### config.mk
export PLATFORM = sky130hd
export DESIGN_NAME = stc0_bf_seq
export DESIGN_NICKNAME = d
export VERILOG_FILES = /design/src/rtl/stc0_bf_seq_pkg.sv /design/src/rtl/stc0_bf_seq_cnt.sv /design/src/rtl/stc0_bf_seq.sv
export SDC_FILE = /design/constraint.sdc
export NUM_CORES = 1
export LEC_CHECK = 0
export ABC_CLOCK_PERIOD_IN_PS = 6700
export BUFFER_PORTS_ARGS = -buffer_cell sky130_fd_sc_hd__buf_2
export CORE_MARGIN = 10
export CORE_UTILIZATION = 40
export DETAILED_ROUTE_END_ITERATION = 10
export GPL_TIMING_DRIVEN = 0
export HOLD_SLACK_MARGIN = 0.02
export MAX_ROUTING_LAYER = met4
export RECOVER_POWER = 100
export REMOVE_ABC_BUFFERS = 1
export SETUP_SLACK_MARGIN = 0.2
export SYNTH_ARGS = -nofsm -noshare
export SYNTH_HDL_FRONTEND = slang
export SYNTH_SLANG_ARGS = --single-unit
### constraint.sdc
create_clock -name Clk -period 6.7 [get_ports Clk]
set_clock_uncertainty 0.05 [all_clocks]
set_input_delay 0.67 -clock Clk [delete_from_list [all_inputs] [get_ports Clk]]
set_output_delay 0.67 -clock Clk [all_outputs]
set_load 0.1 [all_outputs]
### src/rtl/stc0_bf_seq_pkg.sv
// Shared definitions for the stc0 butterfly-chain configuration sequencer:
// FSM state encoding, control-word field positions and twiddle table depth.
package stc0_bf_seq_pkg;

  // Sequencer states
  typedef enum logic [2:0] {
    ST_IDLE     = 3'd0,
    ST_CFG_LOAD = 3'd1,
    ST_SETTLE   = 3'd2,
    ST_LOAD     = 3'd3,
    ST_DRAIN    = 3'd4,
    ST_CFG_RUN  = 3'd5,
    ST_DONE     = 3'd6
  } seq_state_t;

  // Butterfly control word fields (RB_BFCTRL_* register layout)
  localparam int unsigned RB_BFCTRL_BFBYPASS = 0;
  localparam int unsigned RB_BFCTRL_TWWR     = 1;
  localparam int unsigned RB_BFCTRL_SCALE_LO = 2;
  localparam int unsigned RB_BFCTRL_SCALE_W  = 2;

  // Twiddle table depth of stage s in a 2^n_log2-point chain
  function automatic int unsigned tw_depth(input int unsigned n_log2, input int unsigned s);
    return 32'd1 << (n_log2 - s - 32'd1);
  endfunction

endpackage

### src/rtl/stc0_bf_seq_cnt.sv
// Loadable down-counter with zero flag; times SETTLE, LOAD and DRAIN.
module stc0_bf_seq_cnt #(
  parameter int unsigned W = 8
) (
  input  logic         Clk,
  input  logic         Rst,
  input  logic         load,
  input  logic [W-1:0] load_val,
  input  logic         dec,
  output logic [W-1:0] count,
  output logic         zero_c
);

  // Load has priority over decrement; decrement saturates at zero
  always_ff @(posedge Clk or posedge Rst) begin
    if (Rst) begin
      count <= '0;
    end else if (load) begin
      count <= load_val;
    end else if (dec && (count != '0)) begin
      count <= count - W'(1);
    end
  end

  assign zero_c = (count == '0);

endmodule

### src/rtl/stc0_bf_seq.sv
// Configuration sequencer for the stc0 FFT butterfly chain: loads each
// multiplier stage's twiddle SRAM through the chained data path, then writes
// every stage's run-mode control word with its scale field.
// Optional abort path is compiled in with STC0_BFSEQ_ABORT_EN.
module stc0_bf_seq
  import stc0_bf_seq_pkg::*;
#(
  parameter int unsigned NUM_POINTS_LOG2 = 10,
  parameter int unsigned DATA_WIDTH      = 17,
  parameter int unsigned TW_WIDTH        = 16,
  parameter int unsigned CTRLWRD_SZ      = 8
) (
  input  logic                         Clk,
  input  logic                         Rst,
  input  logic                         Start,
`ifdef STC0_BFSEQ_ABORT_EN
  input  logic                         Abort,
  output logic                         Aborted,
`endif
  input  logic [2*NUM_POINTS_LOG2-1:0] ScaleSched,
  output logic                         Busy,
  output logic                         Done,
  input  logic [2*TW_WIDTH-1:0]        TwData,
  input  logic                         TwValid,
  output logic                         TwReady,
  output logic [3:0]                   CtrlAddr,
  output logic [CTRLWRD_SZ-1:0]        CtrlWord,
  output logic                         CtrlValid,
  output logic [DATA_WIDTH-1:0]        Ar,
  output logic [DATA_WIDTH-1:0]        Ai,
  output logic [DATA_WIDTH-1:0]        Br,
  output logic [DATA_WIDTH-1:0]        Bi,
  output logic                         IngressValid
);

  localparam int unsigned N     = NUM_POINTS_LOG2;
  localparam int unsigned SW    = 4;
  localparam int unsigned CNT_W = NUM_POINTS_LOG2 + 1;

  localparam logic [CTRLWRD_SZ-1:0] BYP_WORD  = CTRLWRD_SZ'(1) << RB_BFCTRL_BFBYPASS;
  localparam logic [CTRLWRD_SZ-1:0] TWWR_WORD = CTRLWRD_SZ'(1) << RB_BFCTRL_TWWR;

  seq_state_t           state;
  logic [SW-1:0]        stage;
  logic [SW-1:0]        idx;
  logic [2*N-1:0]       sched_q;

  logic                 cnt_load;
  logic                 cnt_dec;
  logic [CNT_W-1:0]     cnt_val;
  logic [CNT_W-1:0]     cnt;
  logic                 cnt_zero;

  logic                 acc;
  logic                 last_acc;
  logic                 more_stages;
  logic                 abort_hit;
  logic                 aborted_q;
  logic [TW_WIDTH-1:0]  tw_r;
  logic [TW_WIDTH-1:0]  tw_i;

  assign tw_r        = TwData[2*TW_WIDTH-1:TW_WIDTH];
  assign tw_i        = TwData[TW_WIDTH-1:0];
  assign acc         = TwValid && TwReady;
  assign last_acc    = acc && (cnt == CNT_W'(1));
  assign more_stages = (32'(stage) + 32'd3) < N;

  // Sign-extend a twiddle component onto a data lane
  function automatic logic [DATA_WIDTH-1:0] sext(input logic [TW_WIDTH-1:0] v);
    return DATA_WIDTH'($signed(v));
  endfunction

  // Run-mode word for stage a; an aborted sequence bypasses every stage instead
  function automatic logic [CTRLWRD_SZ-1:0] run_word(input logic [2*N-1:0] sched,
                                                     input logic           byp,
                                                     input logic [SW-1:0]  a);
    logic [CTRLWRD_SZ-1:0] w;
    w = '0;
    if (byp) begin
      w = BYP_WORD;
    end else begin
      w[RB_BFCTRL_SCALE_LO +: RB_BFCTRL_SCALE_W] = sched[2*a +: 2];
    end
    return w;
  endfunction

  stc0_bf_seq_cnt #(
    .W (CNT_W)
  ) u_cnt (
    .Clk      (Clk),
    .Rst      (Rst),
    .load     (cnt_load),
    .load_val (cnt_val),
    .dec      (cnt_dec),
    .count    (cnt),
    .zero_c   (cnt_zero)
  );

  // Counter schedule: SETTLE s+2 cycles, LOAD D(s) accepts, DRAIN 2s+2 cycles
  always_comb begin
    cnt_load = 1'b0;
    cnt_dec  = 1'b0;
    cnt_val  = '0;
    case (state)
      ST_CFG_LOAD: begin
        if (idx == stage) begin
          cnt_load = 1'b1;
          cnt_val  = CNT_W'(stage) + CNT_W'(1);
        end
      end
      ST_SETTLE: begin
        if (cnt_zero) begin
          cnt_load = 1'b1;
          cnt_val  = CNT_W'(tw_depth(N, 32'(stage)));
        end else begin
          cnt_dec = 1'b1;
        end
      end
      ST_LOAD: begin
        if (last_acc) begin
          cnt_load = 1'b1;
          cnt_val  = CNT_W'({stage, 1'b1});
        end else if (acc) begin
          cnt_dec = 1'b1;
        end
      end
      ST_DRAIN: begin
        cnt_dec = !cnt_zero;
      end
      default: begin
      end
    endcase
  end

`ifdef STC0_BFSEQ_ABORT_EN
  assign abort_hit = Abort && (state != ST_IDLE) && !aborted_q;
  assign Aborted   = aborted_q;

  // Abort flag: set on the first abort of a sequence, cleared by the next Start
  always_ff @(posedge Clk or posedge Rst) begin
    if (Rst) begin
      aborted_q <= 1'b0;
    end else if ((state == ST_IDLE) && Start) begin
      aborted_q <= 1'b0;
    end else if (abort_hit) begin
      aborted_q <= 1'b1;
    end
  end
`else
  assign abort_hit = 1'b0;
  assign aborted_q = 1'b0;
`endif

  // Sequencer FSM; each output is set on the edge entering the cycle it applies to
  always_ff @(posedge Clk or posedge Rst) begin
    if (Rst) begin
      state        <= ST_IDLE;
      stage        <= '0;
      idx          <= '0;
      sched_q      <= '0;
      Busy         <= 1'b0;
      Done         <= 1'b0;
      TwReady      <= 1'b0;
      CtrlValid    <= 1'b0;
      CtrlAddr     <= '0;
      CtrlWord     <= '0;
      Ar           <= '0;
      Ai           <= '0;
      Br           <= '0;
      Bi           <= '0;
      IngressValid <= 1'b0;
    end else begin
      Done         <= 1'b0;
      IngressValid <= acc;
      if (acc) begin
        Ar <= sext(tw_r);
        Br <= sext(tw_r);
        Ai <= sext(tw_i);
        Bi <= sext(tw_i);
      end

      if (abort_hit) begin
        state     <= ST_CFG_RUN;
        stage     <= '0;
        idx       <= '0;
        TwReady   <= 1'b0;
        CtrlValid <= 1'b1;
        CtrlAddr  <= '0;
        CtrlWord  <= BYP_WORD;
      end else begin
        case (state)
          ST_IDLE: begin
            if (Start) begin
              state     <= ST_CFG_LOAD;
              sched_q   <= ScaleSched;
              stage     <= '0;
              idx       <= '0;
              Busy      <= 1'b1;
              CtrlValid <= 1'b1;
              CtrlAddr  <= '0;
              CtrlWord  <= TWWR_WORD;
            end
          end

          ST_CFG_LOAD: begin
            if (idx == stage) begin
              state     <= ST_SETTLE;
              CtrlValid <= 1'b0;
              CtrlAddr  <= '0;
              CtrlWord  <= '0;
            end else begin
              idx      <= idx + SW'(1);
              CtrlAddr <= idx + SW'(1);
              CtrlWord <= ((idx + SW'(1)) == stage) ? TWWR_WORD : BYP_WORD;
            end
          end

          ST_SETTLE: begin
            if (cnt_zero) begin
              state <= ST_LOAD;
            end
          end

          ST_LOAD: begin
            if (last_acc) begin
              state   <= ST_DRAIN;
              TwReady <= 1'b0;
            end else begin
              TwReady <= 1'b1;
            end
          end

          ST_DRAIN: begin
            if (cnt_zero) begin
              idx       <= '0;
              CtrlValid <= 1'b1;
              CtrlAddr  <= '0;
              if (more_stages) begin
                state    <= ST_CFG_LOAD;
                stage    <= stage + SW'(1);
                CtrlWord <= BYP_WORD;
              end else begin
                state    <= ST_CFG_RUN;
                stage    <= '0;
                CtrlWord <= run_word(sched_q, aborted_q, SW'(0));
              end
            end
          end

          ST_CFG_RUN: begin
            if (idx == SW'(N - 1)) begin
              state     <= ST_DONE;
              CtrlValid <= 1'b0;
              CtrlAddr  <= '0;
              CtrlWord  <= '0;
              Done      <= 1'b1;
            end else begin
              idx      <= idx + SW'(1);
              CtrlAddr <= idx + SW'(1);
              CtrlWord <= run_word(sched_q, aborted_q, idx + SW'(1));
            end
          end

          ST_DONE: begin
            state <= ST_IDLE;
            Busy  <= 1'b0;
          end

          default: begin
            state <= ST_IDLE;
          end
        endcase
      end
    end
  end

endmodule

==> impl_results.md <==
- Status: finished, violations left
- Violated checks: max-capacitance violations, max-slew violations
- CTS Root Cell: clkbuf_16
- Total setup buffers inserted after CTS: 0
- Post-synth EDFFs: 0
- First-pass GRT wire length: roughly 19,000 um
- Syn Inst Count: 460
- Critical path class: in2async
- Hold Path Class: reg2reg
- Core Area: between 0.01 and 0.015 mm^2
- Simple-gate area share of the yosys netlist: 0.135
- Tmin final: 4.01 ns
- Initial antenna violation count: 0
- Final Hold Vio Count: 0
- DR vias: about 3,700
- Routed WL per cell: 16.4 um
- CTS Buf Count: 9
- Inserted Diodes: 0
- Clk buf depth: 2
- Synth warnings: 0
- Placer Congestion: 0.812
- Max FO, Critical Path: 55
- Post-DRT Antenna Nets: 0
- Total negative slack: 0 ns
- Worst EP required: between 6 and 7 ns
- Final cycle utilization of the critical path: 0.599
- CTS clk-pin slew, worst paths: 0.06 ns
- Routed WL: approximately 12,000 um
- FF-to-FF Start: u_cnt.count[5]$_DFFE_PP0P_
- Largest net degree at the start of global routing: 56
- Critical Path End Type: asynchronous set/reset pin
- Fin nets: 615
- Crit path max-delay family: buffers and inverters
- Top-count cell post-synth: dfrtp_1
- CP cell instances: buf_2 -> clkinvlp_2 -> clkbuf_1
- Synth top cells by count: dfrtp_1 (87), buf_4 (41), mux2_2 (36), nand2_1 (32), nor2_1 (28)
- Clk_lat worst skew: between 0.3 and 0.4 ns
- Adder-Cell Fraction of Synth Area: 0.0279
- Non-Filler Instances: 721
- Vias in the first global route: 3,762
- Hold Buf Count CTS: 0
- GRT Total Usage: 0.145
- Mapped Area: between 0.004 and 0.005 mm^2
- Unrepaired setup endpoints after global routing: false
- H-tree level count: 3
- Max_slew headroom: -0.961
- Ratio of cells with drive above 1 in the final layout: 0.228
- Top FF cell, synth: dfrtp_1
- Placed cell count: 705
- Critical Path Source: Rst
- VDD IR-drop max: 191 uV
- Row count: 40
- Slowest CP cell: clkbuf_1
- Synth top area share: 0.441
- DRC viols: 0
- Die ar.: ~0.017 mm^2
- Cts repair resizes: 0
- IO Port Bufs: 136
- Grt ovf: 0
- Seq cells post-synth: 87
- P_leak: roughly 2.5 nW
- Filler Cells Inserted: 1,189
- Power per cell area: 272 mW/mm^2
- DR iter-0 viols: between 150 and 200
- Post-synthesis xor/xnor area fraction: 0.0337
- Final setup viols: 0
- Top Ports: roughly 140
- Min-delay src: sched_q[16]$_DFFE_PP0P_
- Measured slew at the worst slew-check pin: 2.94 ns
- Async S/R FF share, synth: 1.00
- Max-cap check violation count: 1
- Mux cell area share after synthesis: 0.149
- Final Max Tran Viols: 56
- Synth top area cells: dfrtp_1 (44%), mux2_2 (8.2%), buf_4 (6.2%)
- Drt pass-1 iters: 5
- CTS tree: built
- Mapped Avg Cell Area: roughly 11 um^2
- Die Y: 131 um
- Compound-Gate Fraction of Synth Area: 0.118
- Crit path largest cell delay: ~2.2 ns
- Crit start category: primary input
- Cell taking the most area after synthesis: dfrtp_1
- Via/cell ratio: just over 5
- Die Wd: 131 um
- DP Wirelength: 9130 um
- Seq/Total Area, Yosys: 0.441
- Largest family of logic cells by synthesized area: multiplexers
- Synth cell types: 69
- CTS sink cnt: 87
- Layout area overhead: 13.1%
- Starting density of the core: 0.409
- CP arrival: 3.76 ns
- CP Buf/Inv Count: 3
- Fmax: 0.249 GHz
## kinds of logic (layout without fill, tap and decap cells)
| family | Yosys count | count (layout) |
|---|---|---|
| AO/OA/AOI/OAI | 84 | 84 |
| buffers and inverters | 76 | 166 |
| adder cells (fa/ha/maj) | 11 | 11 |
| other | 1 | 4 |
| AND/OR/NAND/NOR | 120 | 120 |
| XOR/XNOR | 19 | 19 |
| flip-flops | 87 | 87 |
| multiplexers | 62 | 62 |
## metal layers
| metal | vias up | GRT usage | part of all wire | wire [um] |
|---|---|---|---|---|
| met5 | - | - | 0 | 0 |
| met1 | 1817 | 0.183 | 0.46 | 5400 |
| met2 | 112 | 0.226 | 0.48 | 5740 |
| met3 | 10 | 0.0334 | 0.049 | 580 |
| li1 | 1764 | - | - | - |
| met4 | 0 | 0.0445 | 0.011 | 136 |
## final cells by class
cell class	instances	area [um^2]	area share
well taps	168	210	0.0377
inverters	12	46.3	0.00830
flip-flops and latches	87	2180	0.390
clock inverters	6	60.1	0.0108
repair buffers	138	587	0.105
clock buffers	10	239	0.0428
multi-input cells	300	2260	0.405
## flip-flops by register name (all words and copies together), names as in the netlist, 3 cells and up
signal and flops:
sched_q 20, Bi 16, Br 16, u_cnt.count 11
CtrlAddr 4, CtrlWord 4, idx 4, stage 4
state 3
## metrics by stage
step                      hold slack (ns)  cell area [um^2]  utilization  setup WS, ns  power [mW]
after floorplan                     0.402              4520            -          3.30       0.959
after global placement              0.415              5420        0.449          2.66        1.04
after detailed placement            0.422              5460        0.453          3.05        1.05
after CTS                           0.304              5760        0.478          3.41        1.55
after global routing                0.448              5580        0.463          1.79        1.57
final                               0.433              5580        0.463          2.69        1.52
## worst reg2reg max path: stages, from the launching register on
cell and delay [ns]:
dfrtp_1 0.43, nor4_1 0.67, nand2_2 0.14, nor4_1 1.16, nor3_1 0.39, a221o_1 0.38
o22a_1 0.20
## power by group
group	internal, mW	total (mW)	switching, mW
Clock	0.297	0.500	0.203
Sequential	0.547	0.569	0.0219
Combinational	0.0582	0.451	0.393
## final timing paths
check | end | slack [ns] | depth (start not counted)
max | u_cnt.count[10]$_DFFE_PP0P_ | 2.69 | 3
min reg2reg | sched_q[16]$_DFFE_PP0P_ | 0.43 | 1
min in group asynchronous | Bi[15]$_DFFE_PP0P_ | 0.59 | 2
min | sched_q[16]$_DFFE_PP0P_ | 0.43 | 1
max in group Clk | u_cnt.count[1]$_DFFE_PP0P_ | 3.17 | 6
max reg2reg | u_cnt.count[1]$_DFFE_PP0P_ | 3.17 | 6
## cells in the final DEF, fill, tap and decap left out, types with 3 or more instances in the layout
| cell type | synthesis | routed |
|---|---|---|
| nand2b_1 | 3 | 3 |
| nor2_1 | 28 | 27 |
| nand2_1 | 32 | 32 |
| a31oi_1 | 5 | 5 |
| nand3_1 | 8 | 8 |
| dfrtp_1 | 87 | 87 |
| clkinv_2 | 0 | 3 |
| clkbuf_1 | 11 | 83 |
| o21ai_0 | 12 | 22 |
| or3_1 | 6 | 6 |
| ha_1 | 11 | 11 |
| nor4_1 | 7 | 9 |
| xor2_1 | 3 | 3 |
| xnor2_1 | 16 | 16 |
| nor2b_1 | 6 | 6 |
| a21o_1 | 3 | 3 |
| o211a_1 | 4 | 4 |
| o21ai_1 | 15 | 6 |
| buf_2 | 8 | 55 |
| mux2_1 | 17 | 17 |
| mux4_2 | 4 | 4 |
| clkbuf_16 | 0 | 9 |
| inv_1 | 11 | 10 |
| mux2i_1 | 5 | 5 |
| a21oi_1 | 13 | 13 |
| mux2_2 | 36 | 36 |
| conb_1 | 1 | 4 |
| o22ai_1 | 4 | 4 |
| nor3_1 | 6 | 7 |
Note: power is estimated with default switching activity, not from simulation.
